## src/rtl/gpio_atr_pkg.sv

```systemverilog
// gpio_atr_pkg: shared state encodings, settings offsets and ctrl bit positions for the ATR scheduler
package gpio_atr_pkg;
  typedef enum logic [2:0] {
    IDLE    = 3'd0,
    RX      = 3'd1,
    TX_LEAD = 3'd2,
    TX      = 3'd3,
    TX_TAIL = 3'd4
  } state_t;
  localparam logic [7:0] OFF_LEAD = 8'd0;
  localparam logic [7:0] OFF_TAIL = 8'd1;
  localparam logic [7:0] OFF_CTRL = 8'd2;
  localparam logic [7:0] OFF_STATS_CLR = 8'd3;
  localparam int CTRL_FDX_EN = 0;
  localparam int CTRL_FORCE_EN = 1;
  localparam int CTRL_FORCE_RX = 2;
  localparam int CTRL_FORCE_TX = 3;
endpackage

```

## src/rtl/gpio_atr_sched_cnt.sv

```systemverilog
// gpio_atr_sched_cnt: loadable down-counter with zero flag, shared by the lead and tail phases
module gpio_atr_sched_cnt #(
  parameter int W = 16
) (
  input  logic         clk,
  input  logic         reset_n,
  input  logic         load,
  input  logic [W-1:0] load_val,
  input  logic         dec,
  output logic         zero
);
  localparam logic [W-1:0] ONE = 1;
  logic [W-1:0] cnt;
  // load has priority; decrement only when asked so the value parks at zero
  always_ff @(posedge clk or negedge reset_n)
    if (!reset_n) cnt <= '0;
    else if (load) cnt <= load_val;
    else if (dec) cnt <= cnt - ONE;
  assign zero = cnt == '0;
endmodule

```

## src/rtl/setting_reg.sv

```systemverilog
// setting_reg: one settings-bus register captured when the strobe hits its address
module setting_reg #(
  parameter int AWIDTH = 8,
  parameter logic [AWIDTH-1:0] MY_ADDR = '0,
  parameter int WIDTH = 32
) (
  input  logic              clk,
  input  logic              reset_n,
  input  logic              strobe,
  input  logic [AWIDTH-1:0] addr,
  input  logic [WIDTH-1:0]  in,
  output logic [WIDTH-1:0]  out
);
  // capture the bus data on a matching write
  always_ff @(posedge clk or negedge reset_n)
    if (!reset_n) out <= '0;
    else if (strobe && addr == MY_ADDR) out <= in;
endmodule

```

## src/rtl/gpio_atr_sched.sv

```systemverilog
// gpio_atr_sched: ATR scheduler with tx lead/tail timing, fdx and force override; GPIO_ATR_SCHED_STATS_EN adds burst/abort counters
module gpio_atr_sched
  import gpio_atr_pkg::*;
#(
  parameter logic [7:0] BASE = 8'd0,
  parameter int CNT_W = 16
) (
  input  logic        clk,
  input  logic        reset_n,
  input  logic        set_stb,
  input  logic [7:0]  set_addr,
  input  logic [31:0] set_data,
  input  logic        run_tx,
  input  logic        run_rx,
  output logic        atr_tx,
  output logic        atr_rx,
  output logic        tx_ready,
  output logic [2:0]  sched_state
`ifdef GPIO_ATR_SCHED_STATS_EN
  ,
  output logic [31:0] burst_count,
  output logic [15:0] abort_count
`endif
);
  localparam logic [CNT_W-1:0] ONE = 1;
  logic [CNT_W-1:0] lead, tail, ld_val;
  logic [3:0] ctrl;
  logic fdx_en, force_en, force_rx, force_tx;
  logic cnt_zero, load, ld_tail, dec, nxt_tx;
  logic unused_data;
  state_t st, nxt, tail_exit, tail_go;
  setting_reg #(.AWIDTH(8), .MY_ADDR(BASE + OFF_LEAD), .WIDTH(CNT_W)) u_lead (
    .clk(clk), .reset_n(reset_n), .strobe(set_stb), .addr(set_addr),
    .in(set_data[CNT_W-1:0]), .out(lead)
  );
  setting_reg #(.AWIDTH(8), .MY_ADDR(BASE + OFF_TAIL), .WIDTH(CNT_W)) u_tail (
    .clk(clk), .reset_n(reset_n), .strobe(set_stb), .addr(set_addr),
    .in(set_data[CNT_W-1:0]), .out(tail)
  );
  setting_reg #(.AWIDTH(8), .MY_ADDR(BASE + OFF_CTRL), .WIDTH(4)) u_ctrl (
    .clk(clk), .reset_n(reset_n), .strobe(set_stb), .addr(set_addr),
    .in(set_data[3:0]), .out(ctrl)
  );
  assign unused_data = ^set_data[31:4];
  assign fdx_en = ctrl[CTRL_FDX_EN];
  assign force_en = ctrl[CTRL_FORCE_EN];
  assign force_rx = ctrl[CTRL_FORCE_RX];
  assign force_tx = ctrl[CTRL_FORCE_TX];
  assign tail_exit = run_rx ? RX : IDLE;
  assign tail_go = tail == '0 ? tail_exit : TX_TAIL;
  assign ld_val = ld_tail ? tail - ONE : lead - ONE;
  gpio_atr_sched_cnt #(.W(CNT_W)) u_cnt (
    .clk(clk), .reset_n(reset_n), .load(load), .load_val(ld_val),
    .dec(dec), .zero(cnt_zero)
  );
  // next state and counter control; zero lead/tail skips the timed state so the counter never wraps
  always_comb begin
    nxt = st;
    load = 1'b0;
    ld_tail = 1'b0;
    dec = 1'b0;
    case (st)
      IDLE, RX: begin
        nxt = run_tx ? (lead == '0 ? TX : TX_LEAD) : (run_rx ? RX : IDLE);
        load = run_tx;
      end
      TX_LEAD: begin
        nxt = !run_tx ? tail_go : (cnt_zero ? TX : TX_LEAD);
        load = !run_tx;
        ld_tail = !run_tx;
        dec = run_tx && !cnt_zero;
      end
      TX: begin
        nxt = run_tx ? TX : tail_go;
        load = !run_tx;
        ld_tail = !run_tx;
      end
      TX_TAIL: begin
        nxt = run_tx ? TX : (cnt_zero ? tail_exit : TX_TAIL);
        dec = !run_tx && !cnt_zero;
      end
      default: nxt = IDLE;
    endcase
    if (force_en) begin
      nxt = IDLE;
      load = 1'b0;
      dec = 1'b0;
    end
  end
  assign nxt_tx = nxt inside {TX_LEAD, TX, TX_TAIL};
  // state register and outputs decoded from the next state so every output is registered
  always_ff @(posedge clk or negedge reset_n)
    if (!reset_n) begin
      st <= IDLE;
      atr_tx <= 1'b0;
      atr_rx <= 1'b0;
      tx_ready <= 1'b0;
    end else begin
      st <= nxt;
      atr_tx <= force_en ? force_tx : nxt_tx;
      atr_rx <= force_en ? force_rx : (nxt == RX) || (nxt_tx && fdx_en && run_rx);
      tx_ready <= !force_en && nxt == TX;
    end
  assign sched_state = st;
`ifdef GPIO_ATR_SCHED_STATS_EN
  logic stats_clr;
  assign stats_clr = set_stb && set_addr == BASE + OFF_STATS_CLR;
  // burst starts from IDLE/RX and lead aborts; a clear write wins over a same-cycle increment
  always_ff @(posedge clk or negedge reset_n)
    if (!reset_n) begin
      burst_count <= '0;
      abort_count <= '0;
    end else if (stats_clr) begin
      burst_count <= '0;
      abort_count <= '0;
    end else begin
      if (!force_en && run_tx && (st == IDLE || st == RX)) burst_count <= burst_count + 32'd1;
      if (!force_en && !run_tx && st == TX_LEAD) abort_count <= abort_count + 16'd1;
    end
`endif
endmodule
```

## config.mk

```make
export PLATFORM = sky130hd
export DESIGN_NAME = gpio_atr_sched
export DESIGN_NICKNAME = d
export VERILOG_FILES = /design/src/rtl/gpio_atr_pkg.sv /design/src/rtl/gpio_atr_sched_cnt.sv /design/src/rtl/setting_reg.sv /design/src/rtl/gpio_atr_sched.sv
export SDC_FILE = /design/constraint.sdc
export NUM_CORES = 1
export LEC_CHECK = 0
export BUFFER_PORTS_ARGS = -buffer_cell sky130_fd_sc_hd__buf_2
export CAP_MARGIN = 0
export CORE_MARGIN = 2
export CORE_UTILIZATION = 40
export DETAILED_ROUTE_END_ITERATION = 8
export GPL_TIMING_DRIVEN = 0
export PLACE_DENSITY = 0.58
export SLEW_MARGIN = 20
export SYNTH_ARGS = -nofsm -noshare
export SYNTH_HDL_FRONTEND = slang
export SYNTH_SLANG_ARGS = --single-unit
```

## constraint.sdc

```tcl
create_clock -name clk -period 3.4 [get_ports clk]
set_clock_uncertainty 0.15 [all_clocks]
set_input_delay 0.34 -clock clk [delete_from_list [all_inputs] [get_ports clk]]
set_output_delay 0.34 -clock clk [all_outputs]
set_load 0.02 [all_outputs]
```

==> results.cfg, run 1 <==
[routing]
drc_errors = 0
wl_met3_um = 320
via_per_inst = 5.300
ant_nets = 0
wl_met2_mm = 3.566
vias = 2523
routed_wirelength_mm = 7.862
wire_per_inst_um = 16.52
m1WireLength_mm = 3.901
drt_first_pass_iters = 4
top_layer_used = met4
drt_iter0_markers = 109

[sta]
tns_ns = 0
finalHoldViolCount = 0
rsz0062_at_grt = false
min_period_over_period = 0.9197
maxSlewViolCount = 0
period_needed_ns = 3.127
whs_ns = 0.09093
worst_slew_pin_slew_ns = 0.7330
max_freq_mhz = 319.8
setup_viol = 0
slew_headroom = 0.5113

[hold_path]
hp-class = input pin to register

[critical_path]
cp.arrival_ns = 3.21
slowest_delay_ns = 0.41
crit_required_ns = 3.48
critPathMaxFanout = 10
critical_path_class = register to register
crit_top_cell = a21oi_1
crit_chain = nor3b_2 > buf_6 > clkbuf_1 > nand2_1 > a21oi_1 > a21oi_1 > ha_1 > inv_1 > a311oi_4 > nand3_2 > nor3_1 > xnor2_1 > mux2i_1
cp_top_family = simple AND/OR/NAND/NOR gates
startpoint_type = register
timing.critical_path.buf_inv = 3
end_kind = register
critPathSlowestCell = dfrtp_1

[placed_design]
dp_hpwl_mm = 6.026
gp_congestion = 0.8080
placedCellCount = 459
port_buffers = 34

[clock_tree]
cts_tree = yes
cts_buffers = 9
clock_path_buffers = 2
htree_num_levels = 3
clock-sinks = 58
cts_root_buffer = clkbuf_8
clock_latency_ns = 0.34
path_clk_slew_ns = 0.07

[outcome]
outcome = completed

[cells_and_area]
instances_no_fill = 476
drive_gt1_frac = 0.3100
nNetsFinal = 413
diodes = 0
syn_to_final_growth_pct = 16.10

[floorplanning]
num_rows = 33
initial_utilization = 0.4142
chipWidth_um = 96.24
ios = 51
die_h_um = 96.24
coreArea_mm2 = 0.008217
dieArea_mm2 = 0.009262

[synth]
ys_seq_area_frac = 0.4265
avgSynthCellArea_um2 = 10.64
synth_cells = 320
synth_area_mm2 = 0.003403
synth_fp_nets = 367
ys_types = 52
ys_ff_latch = 58
synth_edf_count = 0
synth_ff_type = dfrtp_1
yosysWarnings = 0
async_reset_ff_frac = 1.000

[power]
p_leak_uw = 0.001743
power_density_mw_per_mm2 = 649.3
vdd_drop_max_uv = 355.2

[job]
drv_cap = 0

[global_route]
antenna_found_initial = 0
track_usage = 0.1891
grt_max_degree = 59
grt_pass1_vias = 2465
grt-ovfl-total = 0
grt_pass1_wl_mm = 13.08
## cell usage in the layout, fill, tap and decap left out, types with 10 or more instances in the layout
master,n
a21oi_1,17
buf_2,35
clkbuf_8,10
dfrtp_1,58
mux2_2,38
mux2i_1,15
nand2_1,23
nor2_1,26
nor4_1,10
o21ai_0,17
xnor2_1,13
xor2_1,11
## cells by family (layout without fill, tap and decap cells)
family / Yosys count / count (layout) / share of synthesized area
simple gates: 115 / 115 / 0.2018
flops: 58 / 58 / 0.4265
mux: 55 / 55 / 0.1772
compound gates: 51 / 51 / 0.09522
xor+xnor: 25 / 25 / 0.06654
buf+inv: 14 / 65 / 0.02536
fa+ha+maj: 2 / 2 / 0.007352
## worst paths after layout
| kind | to | depth (start not counted) | startpoint | slack, ns |
|---|---|---|---|---|
| max | u_cnt.cnt[8] | 13 | sched_state[1] | 0.27 |
| min | u_tail.out[15] | 2 | set_data[15] | 0.09 |
| max reg2reg | u_cnt.cnt[8] | 13 | sched_state[1] | 0.27 |
| min reg2reg | atr_rx | 1 | u_ctrl.out[2] | 0.35 |
| max in group asynchronous | u_tail.out[14] | 2 | reset_n | 2.15 |
| min in group asynchronous | tx_ready | 2 | reset_n | 0.46 |
## synth_stat cells, drive strengths merged (7+ instances only)
cell type / number / share of area
dfrtp: 58 / 0.43
mux2: 39 / 0.13
nor2: 27 / 0.030
nand2: 23 / 0.025
a21oi: 20 / 0.033
o21ai: 18 / 0.026
mux2i: 16 / 0.048
xnor2: 13 / 0.033
nor4: 12 / 0.031
xor2: 12 / 0.033
nor3: 11 / 0.018
buf: 7 / 0.018
## sequential cells by signal (all words and copies together) (netlist names)
name	flops
sched_state	3
u_lead.out	16
atr_tx	1
u_tail.out	16
u_cnt.cnt	16
u_ctrl.out	4
tx_ready	1
atr_rx	1
## per-stage QoR
step / utilization / power, µW / setup WS [ns] / cell area (µm²)
CTS: 0.4771 / 2570 / 0.06927 / 3920
detailed placement: 0.4512 / 1911 / 0.05698 / 3707
global route: 0.4809 / 2742 / 0.03298 / 3951
global placement: 0.4509 / 1896 / 0.1026 / 3705
floorplan: - / 1660 / 0.4385 / 3403
finish: 0.4809 / 2565 / 0.2730 / 3951
## final cells by class
| type | count | area (µm²) |
|---|---|---|
| timing repair buffer | 35 | 182.7 |
| inverter | 1 | 3.754 |
| multi-input combinational | 248 | 1894 |
| clock inverter | 6 | 65.06 |
| tap | 105 | 131.4 |
| fill | 761 | 4265 |
| clock buffer | 10 | 137.6 |
| sequential | 58 | 1451 |
| buffer | 13 | 85.08 |
## per-layer routing
metal / track usage / vias to the layer above
met5: 0 / -
met4: 0.06310 / 0
met2: 0.2818 / 54
met1: 0.2757 / 1203
li1: - / 1254
met3: 0.03446 / 12
## power breakdown
part           switching [µW]  internal [µW]  leakage (µW)
Sequential                133            815      0.000772
Combinational             568            398      0.000868
Clock                     292            359      0.000103
## repair_timing
item	CTS	global route
endpoints found under the hold margin	58	0
hold buffers	1	0
resized for setup	0	6
setup buffers	0	0
endpoints found under the setup margin	0	5
No activity file was read; power rests on OpenSTA's default activity.
==> run 2: changes to the inputs <==
Clock period 3.4 ns to 2.91 ns, I/O delays scaled along.
==> results.cfg, run 2 (synthesized netlist as in run 1, its figures left out) <==
[sta]
worst_slew_pin_slew_ns = 0.7470
min_period_over_period = 0.9459
whs_ns = 0.04016
finalHoldViolCount = 0
tns_ns = 0
max_freq_mhz = 363.3
period_needed_ns = 2.753
slew_headroom = 0.5020
setup_ws_ns = 0.1573
setup_viol = 0
maxSlewViolCount = 0

[clock_tree]
cts_root_buffer = clkbuf_8
clock-sinks = 58
cts_buffers = 9
clock_latency_ns = 0.35
path_clk_slew_ns = 0.07
htree_num_levels = 3
clock_path_buffers = 2
cts_tree = yes

[cells_and_area]
syn_to_final_growth_pct = 20.74
diodes = 0
final_common_cell = dfrtp_1
drive_gt1_frac = 0.3464
final_cell_mix = 58 x dfrtp_1, 38 x mux2_2, 35 x buf_2, 26 x nor2_1, 22 x nand2_1
top_regs = u_cnt.cnt x16, u_lead.out x16, u_tail.out x16
nNetsFinal = 426
instances_no_fill = 489
n_fill_cell = 749

[floorplanning]
num_rows = 33
dieArea_mm2 = 0.009262
coreArea_mm2 = 0.008217
initial_utilization = 0.4142
die_h_um = 96.24
ios = 51
chipWidth_um = 96.24

[critical_path]
slowest_delay_ns = 0.40
startpoint_type = register
cp_top_family = compound AO/OA/AOI/OAI gates
end_kind = register
critPathSlowestCell = dfrtp_1
critical_path_class = register to register
critPathMaxFanout = 10
timing.critical_path.buf_inv = 3
crit_top_cell = a21oi_1
cp.arrival_ns = 2.83
crit_required_ns = 2.99
crit_chain = buf_6 > xor2_4 > nand2_4 > buf_8 > a21oi_1 > a21oi_1 > ha_2 > inv_1 > a311oi_4 > nand3_4 > nor3b_4 > xor2_1 > mux2i_1

[routing]
drc_errors = 0
via_per_inst = 5.393
ant_nets = 0
drt_first_pass_iters = 4
drt_iter0_markers = 133
wire_per_inst_um = 16.42
vias = 2637
routed_wirelength_mm = 8.031

[power]
finalPower_uw = 3202
p_leak_uw = 0.001824
power_density_mw_per_mm2 = 779.2
vdd_drop_max_uv = 336.8

[global_route]
grt_pass1_vias = 2483
grt_max_degree = 59
track_usage = 0.1923
antenna_found_initial = 0
grt_pass1_wl_mm = 13.17
grt-ovfl-total = 0

[placed_design]
placedCellCount = 459
port_buffers = 34
gp_congestion = 0.8356
post-place-ws_ns = -0.2936
dp_hpwl_mm = 5.950

[outcome]
outcome = completed

[job]
drv_cap = 0

[hold_path]
hp-class = input pin to register
## run 2: cell types whose count changed in the layout (fill, tap and decap cells not counted), sizes merged
| cell | previous run | this run |
|---|---|---|
| bufinv | 1 | 2 |
| buf | 40 | 55 |
| clkbuf | 17 | 15 |
| clkinv | 3 | 2 |
## run 2: metrics by stage
stage	area, µm²	util
floorplan	3406	-
global placement	3707	0.4512
detailed placement	3710	0.4515
CTS	4015	0.4887
global route	4109	0.5001
finish	4109	0.5001
## run 2: worst paths after layout
check	cells past startpoint	endpoint	start	slack, ns
max in group asynchronous	2	u_lead.out[14]	reset_n	1.71
worst min register to register	1	atr_rx	u_ctrl.out[2]	0.34
worst min-delay path	2	u_lead.out[15]	set_data[15]	0.04
worst max-delay path	13	u_cnt.cnt[12]	sched_state[1]	0.16
min in group asynchronous	2	u_cnt.cnt[14]	reset_n	0.39
worst max register to register	13	u_cnt.cnt[12]	sched_state[1]	0.16
## run 2: area by class of cell
cell class	instances	area, µm²	share of cell area
inverters	1	3.754	0.0009135
clock buffers	10	127.6	0.03106
repair buffers	49	287.8	0.07004
well taps	105	131.4	0.03197
multi-input cells	248	1927	0.4689
plain buffers	12	90.09	0.02192
flip-flops and latches	58	1451	0.3532
clock inverters	6	90.09	0.02192
## run 2: report_power, final
| part | internal, µW | total [µW] | switching, µW |
|---|---|---|---|
| logic | 551 | 1260 | 712 |
| clock network | 485 | 830 | 345 |
| registers | 953 | 1110 | 156 |
| total | 1990 | 3200 | 1210 |
## run 2: layer usage
metal  vias up  global-route usage  wire length (µm)
met1      1293              0.2784              3855
met2        59              0.2876              3752
met5         -                   0                 0
met3         7             0.04620               330
met4         0             0.05000                93
li1       1278                   -                 -
## run 2: repair_timing
action                                 in CTS  in global routing
resized for setup                           8                  9
setup endpoints to repair                   6                  7
endpoints found under the hold margin      58                  0
hold buffers                                1                  0
pin swaps                                   2                  4
setup buffers                               5                  9
==> run 3: changes to the inputs <==
Settings changed: CORE_MARGIN 2 to 3.
==> results.cfg, run 3 (synthesized netlist as in run 1, its figures left out) <==
[clock_tree]
clock_path_buffers = 2
cts_root_buffer = clkbuf_8
path_clk_slew_ns = 0.08
htree_num_levels = 3
cts_tree = yes
clock-sinks = 58
cts_buffers = 9
clock_latency_ns = 0.35

[floorplanning]
initial_utilization = 0.4121
coreArea_mm2 = 0.008258
num_rows = 33
dieArea_mm2 = 0.009651
ios = 51
die_h_um = 98.24
chipWidth_um = 98.24

[sta]
min_period_over_period = 0.9476
slew_headroom = 0.5097
period_needed_ns = 2.758
maxSlewViolCount = 0
worst_slew_pin_slew_ns = 0.7354
setup_viol = 0
rsz0062_at_grt = true
finalHoldViolCount = 0
max_freq_mhz = 362.6

[routing]
m1WireLength_mm = 3.813
vias = 2600
wl_met3_um = 416
drt_iter0_markers = 152
wire_per_inst_um = 16.63
drc_errors = 0
drt_first_pass_iters = 4
ant_nets = 0
via_per_inst = 5.417
wl_met2_mm = 3.661
routed_wirelength_mm = 7.984
top_layer_used = met4

[critical_path]
critPathMaxFanout = 10
crit_chain = buf_6 > xor2_4 > nand2_4 > buf_8 > a21oi_1 > a21oi_2 > ha_2 > inv_1 > a311oi_4 > nand3_4 > nor3_2 > xor2_1 > o21ai_0
startpoint_type = register
end_kind = register
reg2regPathDepth = 13
cp.arrival_ns = 2.84
critical_path_class = register to register
crit_required_ns = 2.99
critPathSlowestCell = dfrtp_1
slowest_delay_ns = 0.41

[cells_and_area]
syn_to_final_growth_pct = 20.11
drive_gt1_frac = 0.3387
final_cell_mix = 58 x dfrtp_1, 38 x mux2_2, 35 x buf_2, 26 x nor2_1, 22 x nand2_1
final_area_mm2 = 0.004088
top_regs = u_cnt.cnt x16, u_lead.out x16, u_tail.out x16
nNetsFinal = 417
final_common_cell = dfrtp_1
diodes = 0

[power]
switchingPower_uw = 1218
vdd_drop_max_uv = 371.4
switching_share = 0.3724
combinationalPowerShare = 0.374
power_frac_clock = 0.286
p_leak_uw = 0.001798
internal-power_uw = 2053
power_density_mw_per_mm2 = 800.4
seqPwrFrac = 0.339
finalPower_uw = 3272

[hold_path]
hp-class = input pin to register
whs_path_depth = 2

[placed_design]
dp_hpwl_mm = 6.022
gp_congestion = 0.8586
port_buffers = 34
place_area_mm2 = 0.003710

[global_route]
grt_pass1_vias = 2615
grt_pass1_wl_mm = 13.82
grt-ovfl-total = 0
grt_max_degree = 59
track_usage = 0.1806
antenna_found_initial = 0

[job]
drv_cap = 0

[outcome]
outcome = completed
-- run 3: metrics by stage --
stage	util	hold WS [ns]	worst slack, ns	TNS (ns)	std cells
2_1_floorplan	-	-0.1546	0.03224	0	320
3_3_place_gp	0.4489	0.3425	-0.2692	-1.050	459
3_5_place_dp	0.4492	0.2553	-0.3379	-1.306	459
4_1_cts	0.4895	0.01998	0.03362	0	478
5_1_grt	0.4950	0.02982	-0.03274	-0.06991	480
6_report	0.4950	0.03448	0.1524	0	480
-- run 3: area by class of cell --
type                    instances  area, µm²
flip-flops and latches         58       1451
clock inverters                 7      125.1
repair buffers                 40      220.2
plain buffers                  12      90.09
clock buffers                   9      123.9
inverters                       1      3.754
multi-input cells             248       1942
fillers                       794       4170
well taps                     105      131.4
-- run 3: critical path, delay by kind of cell (launching register included) --
family / cells / cell delay (ns)
compound gates: 4 / 0.65
fa+ha+maj: 1 / 0.21
xor+xnor: 2 / 0.32
flops: 1 / 0.41
simple gates: 3 / 0.51
buf+inv: 3 / 0.40
-- run 3: per-layer routing --
metal,track usage,vias up
li1,-,1266
met1,0.2588,1267
met2,0.2743,60
met3,0.03786,7
met4,0.05777,0
met5,0,-
-- run 3: power groups by stage --
stage,combinational (µW),sequential [µW],clock [µW]
finish,1220,1110,937
global route,1380,1130,990
CTS,1180,1110,954
detailed placement,1110,1120,0
global placement,1090,1120,0
floorplan,837,1100,0
-- run 3: final timing paths --
path	start	endpoint	slack (ns)
max	sched_state[1]	u_cnt.cnt[14]	0.15
min	set_data[15]	u_tail.out[15]	0.03
max reg2reg	sched_state[1]	u_cnt.cnt[14]	0.15
min reg2reg	u_ctrl.out[2]	atr_rx	0.37
max in group asynchronous	reset_n	u_ctrl.out[1]	1.72
min in group asynchronous	reset_n	sched_state[2]	0.38
-- run 3: timing repair --
item,4_1_cts,5_1_grt
cloned,0,0
buffers inserted,3,2
pin swaps,3,3
gates resized for setup,11,9
hold buffers,1,0
endpoints found under the hold margin,58,0
endpoints found under the setup margin,6,8
